--- src/rtl/derr_scheduler.sv ---
// Per-macroblock UV diffusion-error sequencer: fetches top/left error words,
// kicks the quantizer and store unit, and owns the shared top-error RAM port.
module derr_scheduler #(
  parameter int ADDR_W = 10,
  parameter int DERR_W = 32
) (
  input  logic              clk,
  input  logic              rst,
  input  logic              frame_start,
  input  logic [ADDR_W-1:0] mb_w,
  input  logic [ADDR_W-1:0] mb_h,
  input  logic              mb_valid,
  output logic              mb_ack,
  output logic              busy,
  output logic              frame_done,
  output logic              quant_start,
  input  logic              quant_done,
  output logic [DERR_W-1:0] left_derr_o,
  output logic [DERR_W-1:0] top_derr_o,
  output logic              store_start,
  output logic [ADDR_W-1:0] store_x,
  input  logic              store_done,
  input  logic [DERR_W-1:0] store_left_derr,
  input  logic              store_wr_en,
  input  logic              store_wr_we,
  input  logic [ADDR_W-1:0] store_wr_addr,
  input  logic [DERR_W-1:0] store_wr_data,
  output logic              ram_en,
  output logic              ram_we,
  output logic [ADDR_W-1:0] ram_addr,
  output logic [DERR_W-1:0] ram_wdata,
  input  logic [DERR_W-1:0] ram_rdata,
  output logic              coll_err
);

  typedef enum logic [3:0] {
    IDLE, WAIT_MB, RD, RD_WAIT, QSTART, QWAIT, STORE, SWAIT, NEXT
  } state_t;

  state_t            state, state_n;
  logic [ADDR_W-1:0] w_q, h_q, x, y;
  logic [DERR_W-1:0] left_reg, top_reg;
  logic              last_col, last_row, zero_dim, accept;

  assign last_col = (x == w_q - ADDR_W'(1));
  assign last_row = (y == h_q - ADDR_W'(1));
  assign zero_dim = (mb_w == '0) || (mb_h == '0);
  assign accept   = (state == IDLE) && frame_start && !zero_dim;

  always_ff @(posedge clk) begin
    if (rst) state <= IDLE;
    else     state <= state_n;
  end

  always_comb begin
    state_n = state;
    case (state)
      IDLE:    if (accept) state_n = WAIT_MB;
      WAIT_MB: if (mb_valid) state_n = (y != '0) ? RD : QSTART;
      RD:      state_n = RD_WAIT;
      RD_WAIT: state_n = QSTART;
      QSTART:  state_n = QWAIT;
      QWAIT:   if (quant_done) state_n = STORE;
      STORE:   state_n = SWAIT;
      SWAIT:   if (store_done) state_n = NEXT;
      NEXT:    state_n = (last_col && last_row) ? IDLE : WAIT_MB;
      default: state_n = IDLE;
    endcase
  end

  // Single RAM port: our own top read in RD, store unit only while in SWAIT.
  always_comb begin
    ram_en    = 1'b0;
    ram_we    = 1'b0;
    ram_addr  = '0;
    ram_wdata = '0;
    if (state == RD) begin
      ram_en   = 1'b1;
      ram_addr = x;
    end else if (state == SWAIT) begin
      ram_en    = store_wr_en;
      ram_we    = store_wr_we;
      ram_addr  = store_wr_addr;
      ram_wdata = store_wr_data;
    end
  end

  // Quantizer operands are only presented while it is working on them.
  assign left_derr_o = (state == QSTART || state == QWAIT) ? left_reg : '0;
  assign top_derr_o  = (state == QSTART || state == QWAIT) ? top_reg  : '0;

  always_ff @(posedge clk) begin
    if (rst) begin
      w_q         <= '0;
      h_q         <= '0;
      x           <= '0;
      y           <= '0;
      left_reg    <= '0;
      top_reg     <= '0;
      busy        <= 1'b0;
      mb_ack      <= 1'b0;
      frame_done  <= 1'b0;
      quant_start <= 1'b0;
      store_start <= 1'b0;
      store_x     <= '0;
      coll_err    <= 1'b0;
    end else begin
      quant_start <= (state_n == QSTART);
      store_start <= (state_n == STORE);
      store_x     <= (state_n == STORE) ? x : '0;
      mb_ack      <= (state == SWAIT) && store_done;
      frame_done  <= ((state == IDLE) && frame_start && zero_dim) ||
                     ((state == NEXT) && last_col && last_row);
      if (accept)
        busy <= 1'b1;
      else if ((state == NEXT) && last_col && last_row)
        busy <= 1'b0;
      if (store_wr_en && (state != SWAIT))
        coll_err <= 1'b1;
      case (state)
        IDLE: if (frame_start) begin
          w_q      <= mb_w;
          h_q      <= mb_h;
          x        <= '0;
          y        <= '0;
          left_reg <= '0;
        end
        WAIT_MB: if (mb_valid && (y == '0)) top_reg <= '0;
        RD_WAIT: top_reg <= ram_rdata;
        // Row end: the next row's first macroblock has no left neighbour.
        SWAIT: if (store_done) left_reg <= last_col ? '0 : store_left_derr;
        NEXT: begin
          if (last_col) begin
            x <= '0;
            y <= y + ADDR_W'(1);
          end else begin
            x <= x + ADDR_W'(1);
          end
        end
        default: ;
      endcase
    end
  end

endmodule

--- config.mk ---
export PLATFORM = sky130hd
export DESIGN_NAME = derr_scheduler
export DESIGN_NICKNAME = d
export VERILOG_FILES = /design/src/rtl/derr_scheduler.sv
export SDC_FILE = /design/constraint.sdc
export NUM_CORES = 1
export LEC_CHECK = 0
export BUFFER_PORTS_ARGS = -buffer_cell sky130_fd_sc_hd__buf_4
export CAP_MARGIN = 20
export CORE_UTILIZATION = 50
export CTS_BUF_LIST = sky130_fd_sc_hd__clkbuf_4 sky130_fd_sc_hd__clkbuf_8
export CTS_CLUSTER_SIZE = 20
export DETAILED_ROUTE_END_ITERATION = 6
export PLACE_DENSITY = 0.87
export SKIP_CTS_REPAIR_TIMING = 1
export SYNTH_ARGS = -nofsm -noshare
export SYNTH_HDL_FRONTEND = slang
export SYNTH_SLANG_ARGS = --single-unit
--- constraint.sdc ---
create_clock -name clk -period 3.7 [get_ports clk]
set_input_delay 0.37 -clock clk [delete_from_list [all_inputs] [get_ports clk]]
set_output_delay 0.37 -clock clk [all_outputs]
set_load 0.02 [all_outputs]
==> impl_metrics.json, run 1 <==
{
  "hold_viol_final": 0,
  "final_layout_size_suffix_gt1_frac": 0.323,
  "first_pass_grt_wire_length_mm": 29.5,
  "timing.critical_path.to_type": "flop",
  "stdcell_area_um2": 8490,
  "edff_count_synth": 0,
  "track_usage": 0.292,
  "final.min_clock_period_ns": 3.45,
  "route.antenna.remaining_nets": 0,
  "synthFlopType": "dfxtp_1",
  "antenna_found_initial": 0,
  "max-slew-margin-rel": 0.501,
  "syn_nets": 888,
  "finalWorstSetupSlack_ns": 0.249,
  "mappedNetlistArea_um2": 6130,
  "postRouteWirelength_mm": 18.4,
  "min-delay-path-class": "input pin to flop",
  "chipWidth_um": 113,
  "grt_setup_unrepaired": "no",
  "grt_pass1_vias": 6101,
  "status": "finished clean",
  "worst_skew_pair_later_pin_latency_ns": 0.45,
  "vias": 6436,
  "yosys_warnings": 0,
  "cts_max_path_buffers": 2,
  "peak_freq_mhz": 290,
  "synth_cells": 749,
  "number_of_slew_limit_violations_in_the_final_report": 0,
  "clockRootBuffer": "clkbuf_8",
  "maxCapViolations": 0,
  "critPathRequiredTime_ns": 4.01,
  "diodes": 0,
  "netlist-cell-type-count": 62,
  "tritoncts": "built",
  "skew_ns": 0.0134,
  "total_of_flip_flops_plus_latches_after_synthesis": 124,
  "synthesis.area_per_instance_um2": 8.18,
  "dpl_worst_slack_ns": 0.293,
  "setup_violating_endpoint_count_in_the_final_report": 0,
  "clk_pin_slew_worst_paths_ns": 0.07,
  "pwr_density_cell_nw_per_um2": 371,
  "ys_async_sr_fraction": 0,
  "wire_per_inst_um": 16.3,
  "worstPathMaxFanout": 12,
  "core-area_um2": 12000,
  "gp_congestion": 0.879,
  "placedInstanceArea_um2": 8100,
  "grt_max_degree": 66,
  "dr.first_iter.drc_count": 473,
  "sequential_area_um2": 2480,
  "pin_count": 258,
  "die-height_um": 113,
  "setup.worst_path.start_class": "flop",
  "worst_slew_pin_slew_ns": 0.744,
  "placementRows": 40,
  "synth_sequential_area_ratio": 0.405,
  "gr-total-overflow": 0,
  "viasPerCell": 5.70,
  "leakage_uw": 0.00392,
  "hpwlAfterDp_mm": 12.9,
  "clock-sinks": 124,
  "floorplan.die_area_um2": 12700,
  "tritoncts.num_buffers": 17,
  "hold-worst-slack_ns": 0.156,
  "final_net_count": 1108,
  "worst-endpoint-arrival_ns": 3.77,
  "power_uw": 3150,
  "syn_to_final_growth_pct": 38.6,
  "htreeDepth": 4,
  "initial_utilization": 0.512,
  "final.period_utilization": 0.933,
  "worst_ir_drop_vdd_uv": 309,
  "multiInputGateArea_um2": 3340,
  "totalNegativeSetupSlack_ns": 0,
  "worst-setup-path-type": "flop to flop",
  "drt-pass1-iter-count": 5,
  "buffer_ports.inserted": 257,
  "post-route-drc-count": 0,
  "filler_cells_inserted": 958
}
## cell usage after synthesis, drive strengths merged (2+ instances only)
master / count / area, um^2
and3: 69 / 432
clkbuf: 65 / 245
and2: 44 / 275
o21ai: 11 / 55.1
nand3b: 4 / 30.0
a21oi: 33 / 165
nor3: 8 / 40.0
dfxtp: 124 / 2480
nand4b: 2 / 17.5
ha: 5 / 62.6
o31ai: 4 / 30.0
or4: 6 / 45.0
a2111oi: 3 / 45.1
buf: 6 / 25.0
nand4: 7 / 43.8
nor2: 86 / 323
nor4: 9 / 68.8
a22oi: 32 / 240
a22o: 11 / 96.3
nand3: 19 / 95.1
a32oi: 32 / 280
mux2i: 5 / 50.1
nand2b: 5 / 31.3
or4b: 2 / 20.0
nand2: 70 / 265
or3: 9 / 56.3
o211a: 2 / 20.0
xnor2: 14 / 123
or2: 2 / 12.5
nor4b: 2 / 17.5
nor2b: 4 / 25.0
nor3b: 2 / 15.0
inv: 13 / 48.8
xor2: 16 / 140
a211oi: 2 / 15.0
## layer usage
metal / GRT usage / wire, um / up-vias
li1: - / - / 3119
met1: 0.324 / 7100 / 2962
met4: 0.148 / 675 / 0
met5: 0 / 0 / -
met3: 0.0991 / 1700 / 50
met2: 0.498 / 8910 / 305
## layout make-up
cell class,count,share of cell area
Sequential cell,124,0.292
Tap cell,147,0.0217
Clock inverter,10,0.0137
Inverter,13,0.00575
Timing Repair Buffer,272,0.240
Multi-Input combinational cell,541,0.393
Clock buffer,22,0.0327
## worst paths after layout
check                                   from          to  slack [ns]  cells past startpoint
worst max-delay path                  w_q[0]        busy        0.25                      9
worst min-delay path            ram_rdata[4]  top_reg[4]        0.16                      3
worst max register to register        w_q[0]        busy        0.25                      9
worst min register to register        h_q[9]      h_q[9]        0.47                      2
## kinds of logic after synthesis
family                   after synthesis  synth area share
AND/OR/NAND/NOR                      353             0.301
AO/OA/AOI/OAI                        147             0.179
flip-flops                           124             0.405
buffers and inverters                 84            0.0521
XOR/XNOR                              30            0.0429
multiplexers                           6            0.0100
adder cells (fa/ha/maj)                5            0.0102
## worst max-delay path, cell delays in order (launching register included)
cell and delay, ns:
dfxtp_1 0.36, inv_1 0.08, ha_1 0.28, or4b_1 0.56
o21a_1 0.22, a221o_1 0.37, a2111oi_4 0.45, nand2_2 0.25
or4_1 0.60, o2bb2ai_1 0.16
## placed cells by master (no fill, tap or decap), drive strengths merged, types with 3 or more instances in the layout
cell type / count
nand3b: 4
xnor2: 14
a21oi: 33
o31ai: 4
nand2b: 5
a22oi: 32
nand3: 19
or4: 6
or3: 9
clkinv: 5
nor3: 8
clkbuf: 22
a22o: 11
dfxtp: 124
xor2: 16
o21ai: 11
a32oi: 32
and2: 44
a2111oi: 3
and3: 69
nor2b: 4
inv: 14
mux2i: 5
nor2: 86
ha: 5
nand4: 7
nor4: 9
nand2: 70
buf: 272
## stage by stage
| step | utilization | cells |
|---|---|---|
| after global routing | 0.710 | 1129 |
| after floorplan | - | 749 |
| after CTS | 0.710 | 1129 |
| final | 0.710 | 1129 |
| after global placement | 0.677 | 1097 |
| after detailed placement | 0.677 | 1097 |
## where the power goes
part | switching [uW] | internal [uW]
sequential | 52.0 | 1370
combinational | 296 | 241
clock | 545 | 646
total | 893 | 2260
Note: power is estimated with default switching activity, not from simulation.
==> run 2, diff against run 1 <==
--- a/config.mk
+++ b/config.mk
@@ -7,6 +7,7 @@
 export LEC_CHECK = 0
 export BUFFER_PORTS_ARGS = -buffer_cell sky130_fd_sc_hd__buf_4
 export CAP_MARGIN = 20
+export CORE_ASPECT_RATIO = 1.5
 export CORE_UTILIZATION = 50
 export CTS_BUF_LIST = sky130_fd_sc_hd__clkbuf_4 sky130_fd_sc_hd__clkbuf_8
 export CTS_CLUSTER_SIZE = 20
==> run 2 against run 1 <==
Effect of this change: via count rose by 1.1%; power rose by 0.84%; register-to-register slack improved by 0.02 ns; clock skew barely moved; worst setup slack improved by 0.018 ns; final cell count rose by 0.35%; critical endpoint unchanged; largest power group unchanged.
==> impl_metrics.json, run 2 (synthesis results as in run 1) <==
{
  "syn_to_final_growth_pct": 38.6,
  "route.top_layer_used": "met4",
  "power.combinational.fraction": 0.171,
  "pin_count": 258,
  "final.period_utilization": 0.928,
  "hold_viol_final": 0,
  "tritoncts": "built",
  "final.min_clock_period_ns": 3.43,
  "mostFrequentLayoutCells": "buf_4, dfxtp_1, nor2_1, nand2_1, and3_1",
  "seq_power_share": 0.449,
  "multiInputGateArea_um2": 3340,
  "filler_cells_inserted": 948,
  "skew_ns": 0.0130,
  "swShare": 0.293,
  "final_net_count": 1106,
  "track_usage": 0.300,
  "leakage_uw": 0.00392,
  "first_pass_grt_wire_length_mm": 29.8,
  "worst_ir_drop_vdd_uv": 256,
  "wirelength_met1_mm": 7.68,
  "antenna_found_initial": 0,
  "hpwlAfterDp_mm": 14.0,
  "status": "finished clean",
  "clk_pin_slew_worst_paths_ns": 0.08,
  "cp_num_buf_inv": 1,
  "stdcell_area_um2": 8490,
  "cpMaxStageDelayCell": "or4_1",
  "setup_violating_endpoint_count_in_the_final_report": 0,
  "p_int_uw": 2250,
  "die-height_um": 138,
  "met3_wirelength_mm": 1.68,
  "grt_setup_unrepaired": "no",
  "buffer_ports.inserted": 257,
  "vias": 6508,
  "floorplan.die_area_um2": 12700,
  "drt-pass1-iter-count": 5,
  "routed-wl-met2_mm": 9.97,
  "net-switching-power_uw": 929,
  "clockRootBuffer": "clkbuf_8",
  "worst_slew_pin_slew_ns": 0.992,
  "placementRows": 49,
  "setup.worst_path.start_class": "flop",
  "core-area_um2": 12000,
  "placedInstanceArea_um2": 8090,
  "min-delay-path-class": "input pin to flop",
  "layout.core_utilization": 0.711,
  "category_of_cells_accounting_for_the_largest_share_of_critical_path_delay": "simple AND/OR/NAND/NOR gates",
  "wire_per_inst_um": 17.6,
  "grt_max_degree": 66,
  "critical-path-max-stage-delay_ns": 0.58,
  "route.antenna.remaining_nets": 0,
  "chipWidth_um": 92.4,
  "critPathRequiredTime_ns": 4.00,
  "gp_congestion": 0.872,
  "initial_utilization": 0.513,
  "grt_pass1_vias": 5995,
  "sequential_area_um2": 2480,
  "tritoncts.num_buffers": 17,
  "cts_max_path_buffers": 2,
  "dr.first_iter.drc_count": 392,
  "totalNegativeSetupSlack_ns": 0,
  "worstPathMaxFanout": 13,
  "htreeDepth": 4,
  "timing.critical_path.to_type": "flop",
  "mostFrequentLayoutCell": "buf_4",
  "viasPerCell": 5.74,
  "diodes": 0,
  "number_of_slew_limit_violations_in_the_final_report": 0,
  "power_uw": 3180,
  "worst-endpoint-arrival_ns": 3.73,
  "maxCapViolations": 0,
  "post-route-drc-count": 0,
  "peak_freq_mhz": 291,
  "pwr_density_cell_nw_per_um2": 374,
  "layoutNonFillerInstCount": 1133,
  "worst-setup-path-type": "flop to flop",
  "dp.cells": 1101,
  "share_clk_of_total_power": 0.380,
  "gr-total-overflow": 0,
  "postRouteWirelength_mm": 19.9,
  "cp_cell_sequence": "inv_1, ha_1, or4b_1, o21a_1, a221o_1, a2111oi_4, nand2_2, or4_1, o2bb2ai_1",
  "clock-sinks": 124,
  "final_layout_size_suffix_gt1_frac": 0.322,
  "max-slew-margin-rel": 0.339,
  "worst_skew_pair_later_pin_latency_ns": 0.44
}
## run 2: metal layers
metal	up-vias	global-route usage
li1	3105	-
met1	3053	0.358
met2	302	0.507
met3	48	0.0773
met4	0	0.127
met5	-	0
## run 2: per-stage QoR
| stage | hold WS, ns | setup WS, ns |
|---|---|---|
| final | 0.162 | 0.268 |
| after global routing | 0.156 | 0.104 |
| after CTS | 0.147 | 0.281 |
| after detailed placement | 0.462 | 0.305 |
| after global placement | 0.453 | 0.412 |
| after floorplan | 0.446 | 0.686 |
## run 2: path summary, 6_finish.rpt
| kind | from | end | slack [ns] | cells after the start |
|---|---|---|---|---|
| worst min register to register | coll_err | coll_err | 0.48 | 2 |
| worst max-delay path | w_q[0] | busy | 0.27 | 9 |
| worst max register to register | w_q[0] | busy | 0.27 | 9 |
| worst min-delay path | ram_rdata[5] | top_reg[5] | 0.16 | 3 |
## run 2: power groups by stage
stage / combinational [uW] / sequential [uW] / clock [uW]
3_5_place_dp: 535 / 1460 / 0
4_1_cts: 539 / 1420 / 1230
5_1_grt: 591 / 1430 / 1290
3_3_place_gp: 525 / 1450 / 0
2_1_floorplan: 344 / 1430 / 0
6_report: 542 / 1430 / 1210
## run 2: worst register-to-register path, cell delays in order, from the launching register on
cell and delay, ns:
dfxtp_1 0.36, inv_1 0.07, ha_1 0.28, or4b_1 0.58, o21a_1 0.24, a221o_1 0.38
a2111oi_4 0.42, nand2_2 0.25, or4_1 0.58, o2bb2ai_1 0.14
## run 2: layout make-up
cell class	count	share of cell area
multi-input combinational	541	0.393
sequential	124	0.292
timing repair buffer	270	0.239
clock buffer	20	0.0309
clock inverter	12	0.0163
inverter	13	0.00574
tap	153	0.0225
